$ cat src/rtl/proc_param.sv
// proc_param: parametrised multicycle processor with an eight-opcode ISA.
// Every value moves over one shared bus (BusWire); ALU results pass A -> G -> Rx.
// Steps: T0 fetch, T1 move/operand A, T2 ALU into G, T3 writeback from G.
// Optional feature: define PROC_MVNZ_EN to execute opcode 101 as mvnz; otherwise 101 is a no-op.
module proc_param #(
  parameter int unsigned DATA_W = 9,
  parameter int unsigned REG_AW = 3
) (
  input  logic              clock,
  input  logic              reset,
  input  logic              run,
  input  logic [DATA_W-1:0] DIN,
  output logic              done,
  output logic [DATA_W-1:0] BusWire
);

  localparam int unsigned NumRegs = 2 ** REG_AW;
  localparam logic [DATA_W-1:0] One = {{(DATA_W-1){1'b0}}, 1'b1};

  // The instruction word must hold the opcode and both register fields.
  if (DATA_W < 3 + 2 * REG_AW) begin : gen_width_check
    $error("proc_param: DATA_W must be at least 3 + 2*REG_AW");
  end

  typedef enum logic [1:0] {StT0, StT1, StT2, StT3} step_e;

  typedef enum logic [2:0] {
    OpMv   = 3'b000,
    OpMvi  = 3'b001,
    OpAdd  = 3'b010,
    OpSub  = 3'b011,
    OpAnd  = 3'b100,
    OpMvnz = 3'b101,
    OpOr   = 3'b110,
    OpRsv  = 3'b111
  } op_e;

  step_e             step_q, step_d;
  logic [DATA_W-1:0] ir_q, ir_d;
  logic [DATA_W-1:0] a_q, a_d;
  logic [DATA_W-1:0] g_q, g_d;
  logic [DATA_W-1:0] r_q [NumRegs];
  logic [DATA_W-1:0] r_d [NumRegs];

  op_e               op;
  logic [REG_AW-1:0] rx, ry;
  logic [DATA_W-1:0] bus;

  assign op = op_e'(ir_q[DATA_W-1 -: 3]);
  assign rx = ir_q[DATA_W-4 -: REG_AW];
  assign ry = ir_q[DATA_W-4-REG_AW -: REG_AW];
  assign BusWire = bus;

  // Bus source selection, step sequencing and all next-state values.
  always_comb begin
    bus    = DIN;
    done   = 1'b0;
    step_d = step_q;
    ir_d   = ir_q;
    a_d    = a_q;
    g_d    = g_q;
    r_d    = r_q;
    unique case (step_q)
      StT0: begin
        if (run) begin
          ir_d   = DIN;
          step_d = StT1;
        end
      end
      StT1: begin
        step_d = StT0;
        unique case (op)
          OpMv: begin
            bus     = r_q[ry];
            r_d[rx] = bus;
            done    = 1'b1;
          end
          OpMvi: begin
            r_d[rx] = bus;
            done    = 1'b1;
          end
`ifdef PROC_MVNZ_EN
          OpMvnz: begin
            bus = r_q[ry];
            // G is tested as it stands in T1, before this instruction could touch it.
            if (g_q != '0) r_d[rx] = bus;
            done = 1'b1;
          end
`else
          OpMvnz: begin
            done = 1'b1;
          end
`endif
          OpRsv: begin
            done = 1'b1;
          end
          OpAdd, OpSub, OpAnd, OpOr: begin
            bus    = r_q[rx];
            a_d    = bus;
            step_d = StT2;
          end
          default: ;
        endcase
      end
      StT2: begin
        bus    = r_q[ry];
        step_d = StT3;
        unique case (op)
          OpAdd:   g_d = a_q + bus;
          OpSub:   g_d = a_q + ~bus + One;
          OpAnd:   g_d = a_q & bus;
          OpOr:    g_d = a_q | bus;
          default: g_d = g_q;
        endcase
      end
      StT3: begin
        bus     = g_q;
        r_d[rx] = g_q;
        done    = 1'b1;
        step_d  = StT0;
      end
      default: step_d = StT0;
    endcase
  end

  // State update; synchronous reset clears everything and suppresses writeback.
  always_ff @(posedge clock) begin
    if (reset) begin
      step_q <= StT0;
      ir_q   <= '0;
      a_q    <= '0;
      g_q    <= '0;
      for (int i = 0; i < NumRegs; i++) r_q[i] <= '0;
    end else begin
      step_q <= step_d;
      ir_q   <= ir_d;
      a_q    <= a_d;
      g_q    <= g_d;
      for (int i = 0; i < NumRegs; i++) r_q[i] <= r_d[i];
    end
  end

endmodule
$ cat config.mk
export PLATFORM = sky130hd
export DESIGN_NAME = proc_param
export DESIGN_NICKNAME = d
export VERILOG_FILES = /design/src/rtl/proc_param.sv
export SDC_FILE = /design/constraint.sdc
export NUM_CORES = 1
export LEC_CHECK = 0
export CELL_PAD_IN_SITES_DETAIL_PLACEMENT = 0
export CELL_PAD_IN_SITES_GLOBAL_PLACEMENT = 1
export CORE_MARGIN = 4
export CORE_UTILIZATION = 27
export CTS_BUF_LIST = sky130_fd_sc_hd__clkbuf_16
export DETAILED_ROUTE_END_ITERATION = 8
export PLACE_DENSITY = 0.61
export SLEW_MARGIN = 10
export SYNTH_ARGS = -nofsm -noshare
export SYNTH_HDL_FRONTEND = slang
export SYNTH_SLANG_ARGS = --single-unit
$ cat constraint.sdc
create_clock -name clock -period 3.65 [get_ports clock]
set_input_delay 0.73 -clock clock [delete_from_list [all_inputs] [get_ports clock]]
set_output_delay 0.73 -clock clock [all_outputs]
set_load 0.005 [all_outputs]
* Yosys cells after proc, flatten, opt, wreduce, memory -nomap -nowiden
Index checks and enable logic that the tools add are counted.
** Storage, ports and cells
- Bits in registers :: 101
- Input port bits :: 12
- Output and inout bits :: 10
- Word-level logic and storage cells :: 67
** Cells by class
- Add/sub/neg operators :: 3
- Magnitude comparators :: 3
- Equal/unequal tests :: 12
- Mux-type cells :: 21
- Bitwise gates (word level) :: 5
- Reduce and logical (&&, ||, !) cells :: 11
** Operators with widths (number)
- $pmux 72 s2 :: 2
- $bwmux 72 :: 3
- $bmux 9 s3 :: 2
- $mux 9 :: 5
- $pmux 9 s4 :: 1
- $demux 9 s3 :: 1
- $pmux 9 s3 :: 1
- $add 9x9->9 :: 2
- $pmux 9 s2 :: 1
- $eq 3x3->1 const B :: 4
- $add 9x1->9 const B :: 1
- $and 9x9->9 :: 1
- $not 9->9 :: 1
- $or 9x9->9 :: 1
- $ge 4x4->1 const B :: 2
- $not 3->4 :: 2
- $pmux 2 s4 :: 1
- $reduce_and 2->1 :: 4
- $reduce_or 4->1 :: 2
- $eq 3x2->1 const B :: 2
- $eq 2x2->1 const B :: 2
- $lt 4x1->1 const B :: 1
- $mux 2 :: 2
- $reduce_bool 4->1 :: 1
- 10 further kinds :: 10

* Logic depth before layout (Yosys ltp)
- Word-level depth :: 8
- Mapped depth :: 13
- Mapped depth without buffers :: 11

* Worst setup path before layout
No wires, ideal clock.
- Kind :: flip-flop to flip-flop
- Start point :: register ir_q[2]
- End point :: register g_q[8]
- Setup time :: 91 ps
- Arrival :: 2989 ps
- Data required time :: 3559 ps
- Slack :: 570 ps
- Cell stages (with the launch flop) :: 11
- Buffers on the path :: 1
- Clock period less this slack :: 3080 ps
- Path through :: dfxtp_1 -> buf_6 -> mux4_1 -> mux2_2 -> ha_1 -> fa_1 -> o21ba_2 -> o2111ai_1 -> a21oi_1 -> o31a_1 -> a311oi_1
** On the way
- Longest elaborated chain between the ends :: 8
- Elaborated cells on any way between the ends :: 11
- Classes of those cells :: add/sub (3); mux (4); bitwise (4)
** RTL lines
- from (decl) :: RTL line 39 : logic [DATA_W-1:0] ir_q, ir_d;
- from (signal assigned) :: RTL line 136 : ir_q <= ir_d;
- $not 3->4 (implied by the code) (*) :: RTL line 106 : bus = r_q[ry];
- $bmux 9 s3 (*) :: RTL line 106
- $mux 9 (implied by the code) (*) (2 in a row) :: RTL line 106
- $not 9->9 :: RTL line 110 : OpSub: g_d = a_q + ~bus + One;
- $add 9x9->9 :: RTL line 110
- $add 9x1->9 :: RTL line 110
- $pmux 9 s4 (*) :: RTL line 108 : unique case (op)
- to (signal assigned) :: RTL line 138 : g_q <= g_d;
- to (decl) :: RTL line 41 : logic [DATA_W-1:0] g_q, g_d;
Mark *: on every way between the ends. The rest lies on a longest branch, timed or not. The select of a mux whose other input is x is not followed.
A chain may end at the register's enable or synchronous reset.

* Final worst setup path
- Start point :: register ir_q[5]
- End point :: output port BusWire[7]
** On the way
- Longest elaborated chain between the ends :: 6
** RTL lines
- $not 3->4 (implied by the code) :: RTL line 98 : bus = r_q[rx];
- $bmux 9 s3 :: RTL line 98
- $mux 9 (implied by the code) (2 in a row) :: RTL line 98
- $pmux 9 s2 :: RTL line 72 : unique case (op)
- $pmux 9 s3 :: RTL line 63 : unique case (step_q)
- to (decl) :: RTL line 14 : output logic [DATA_W-1:0] BusWire
Every way passes these cells. The select of a mux whose other input is x is not followed.

==> metrics.cfg <==
[run_status]
status=finished clean

[die]
dieArea_mm2=0.0271
fp.dieH_um=165
initial_core_util_pct=27.4
io_pins=22
fp.dieW_um=165
row_count=57
core_mm2=0.0242

[final_layout]
antenna_cells=0
final_cell_mix=nor2_1 (189), dfxtp_1 (98), nor3_1 (61)
fin_util_pct=31.5
drive_gt1_share_pct=13.7
fin_nets=850
stdcell_count=1133
layout_commonest_cell=nor2_1
areaGrowthSynthToFinish_pct=15.0
final.fill_count=2621
design_area_mm2=0.00763

[route]
drt_wl_total_mm=21.5
dr_total_vias=5791
drt_iter0_drc=405
wl_per_cell_um=19.0
first_pass_iters=5
postRouteAntennaNets=0
route.detailed.drc=0
drt-vias-per-instance=5.11

[sta]
whs_ns=0.475
worst_pin_slew_ns=1.16
fin_setup_tns_ns=0
clock_skew_ns=0.0216
drv_slew=0
rsz0062_at_grt=no
fin_crit_sh_pct=97.1
hold_viol=0
relSlewSlack_pct=22.9
layout_min_cycle_time_ns=3.55
max_freq_mhz=282
finalSetupViolCount=0

[worst_setup_path]
worst-path-buf-inv=2
cp_max_fo=29
r2r_slack_ns=0.34
cp.required_ns=2.92
slowest_delay_ns=0.56
crit_arrival_ns=2.82
crit_chain=buf_12, nor2b_1, a221o_1, a221oi_2, o221ai_1, o21ai_0, a2bb2oi_1, clkdlybuf4s50_1
cp_slowest_cell=clkdlybuf4s50_1
criticalPathCategory=register to output port
cp-start-kind=register
path_delay_family=compound AO/OA/AOI/OAI gates
cp-end-kind=output port

[global_route]
grt_pass1_vias=5566
grt_pass1_wl_mm=33.8
track_usage_pct=16.3
grt_max_degree=102
gr-total-overflow=0
antenna_found_initial=0

[place]
gp_congestion=0.823
dp_cells=1116
dp_hpwl_mm=15.3
io_buffers=21
postPlaceCellArea_mm2=0.00726

[synth]
synth_area_mm2=0.00664
syn_nets=836
synth-edff-count=0
synthCells=790
synth_warnings=0
ys_seq_elements=101
yosysUniqueCellTypes=62
synth-main-ff-cell=dfxtp_1
ys_seq_area_share_pct=30.5
async_reset_ff_share_pct=0
avgSynthCellArea_um2=8.40

[clocking]
cts_buffers=9
clk_pin_slew_ns=0.07
clockBufferDepth=2
h-tree-depth=3
cts_tree=yes
clock_latency_ns=0.36
cts_sinks=101
clockRootBuffer=clkbuf_16
hold_buffers=0

[run]
maxCapViolations=0

[min_path]
hold_path_class=register to register

[pwr]
vdd_ir_drop_max_mv=0.252
p_per_area_mw_per_mm2=351
leakagePower_nw=2.86

path summary, 6_finish.rpt:
check / startpoint / end / depth (start not counted)
min: r_q[61] / r_q[61] / 2
max reg2reg: ir_q[2] / g_q[8] / 9
min reg2reg: r_q[61] / r_q[61] / 2
max: ir_q[5] / BusWire[7] / 8
registers in the layout, indices dropped and copies added (netlist names), named ones only:
signal	count
r_q	72
ir_q	9
a_q	9
g_q	9
step_q	1
logic make-up after synthesis:
| group | share of synthesized area (%) |
|---|---|
| AND/OR/NAND/NOR | 23.1 |
| AO/OA/AOI/OAI | 14.0 |
| flip-flops | 30.5 |
| multiplexers | 19.6 |
| buffers and inverters | 5.20 |
| adder cells (fa/ha/maj) | 6.64 |
| XOR/XNOR | 1.06 |
cells in the mapped netlist (5+ instances only):
cell	instances	area, um2
o21ai_0	21	105
nor2b_1	6	37.5
buf_2	9	45.0
inv_2	6	22.5
mux2i_2	5	68.8
a21oi_1	35	175
nor2_1	190	713
clkbuf_1	27	101
nand3_1	6	30.0
dfxtp_1	101	2020
mux4_1	16	420
inv_1	26	97.6
nand2b_1	10	62.6
xnor2_1	6	52.6
buf_4	5	37.5
ha_1	32	400
a221oi_1	6	52.6
nor3_1	61	305
o22ai_1	7	43.8
or3_1	5	31.3
mux2i_1	42	420
nand2_1	48	180
o31ai_1	6	45.0
mux4_2	14	315
o21a_1	8	60.1
o21ai_2	7	61.3
a211oi_1	10	75.1
routing by layer:
metal,share of wire [%],GRT usage [%],vias up
li1,-,-,2850
met1,46,22.5,2773
met2,47,26.6,140
met3,4.0,2.32,28
met4,2.4,4.54,0
met5,0,0,-
timing repair:
item / in CTS / in global routing
resized for setup: 7 / 12
setup buffers: 0 / 1
endpoints found under the setup margin: 7 / 6
power breakdown:
part | internal [mW] | switching, mW | leakage, nW
sequential | 1.13 | 0.0288 | 0.818
clock | 0.482 | 0.493 | 0.145
combinational | 0.228 | 0.322 | 1.89
total | 1.84 | 0.844 | 2.86
layout make-up:
class	count	area, um2	area share [%]
Clock buffer	9	225	2.95
Sequential cell	101	2030	26.6
Multi-Input combinational cell	610	4320	56.7
Timing Repair Buffer	50	458	6.00
Clock inverter	7	67.6	0.886
Tap cell	324	405	5.31
Inverter	32	120	1.57
per-stage QoR:
step           total power, mW  worst slack, ns
2_1_floorplan             1.53            0.570
3_3_place_gp              1.72            0.248
3_5_place_dp              1.72            0.268
4_1_cts                   2.71           0.0424
5_1_grt                   2.81          0.00405
6_report                  2.68            0.104
worst min-delay path: cells and delay by family (launching register included):
| kind | cells | cell delay, ns |
|---|---|---|
| compound gates | 1 | 0.06 |
| flops | 1 | 0.31 |
| buf+inv | 1 | 0.06 |
(Power assumes the default switching activity.)
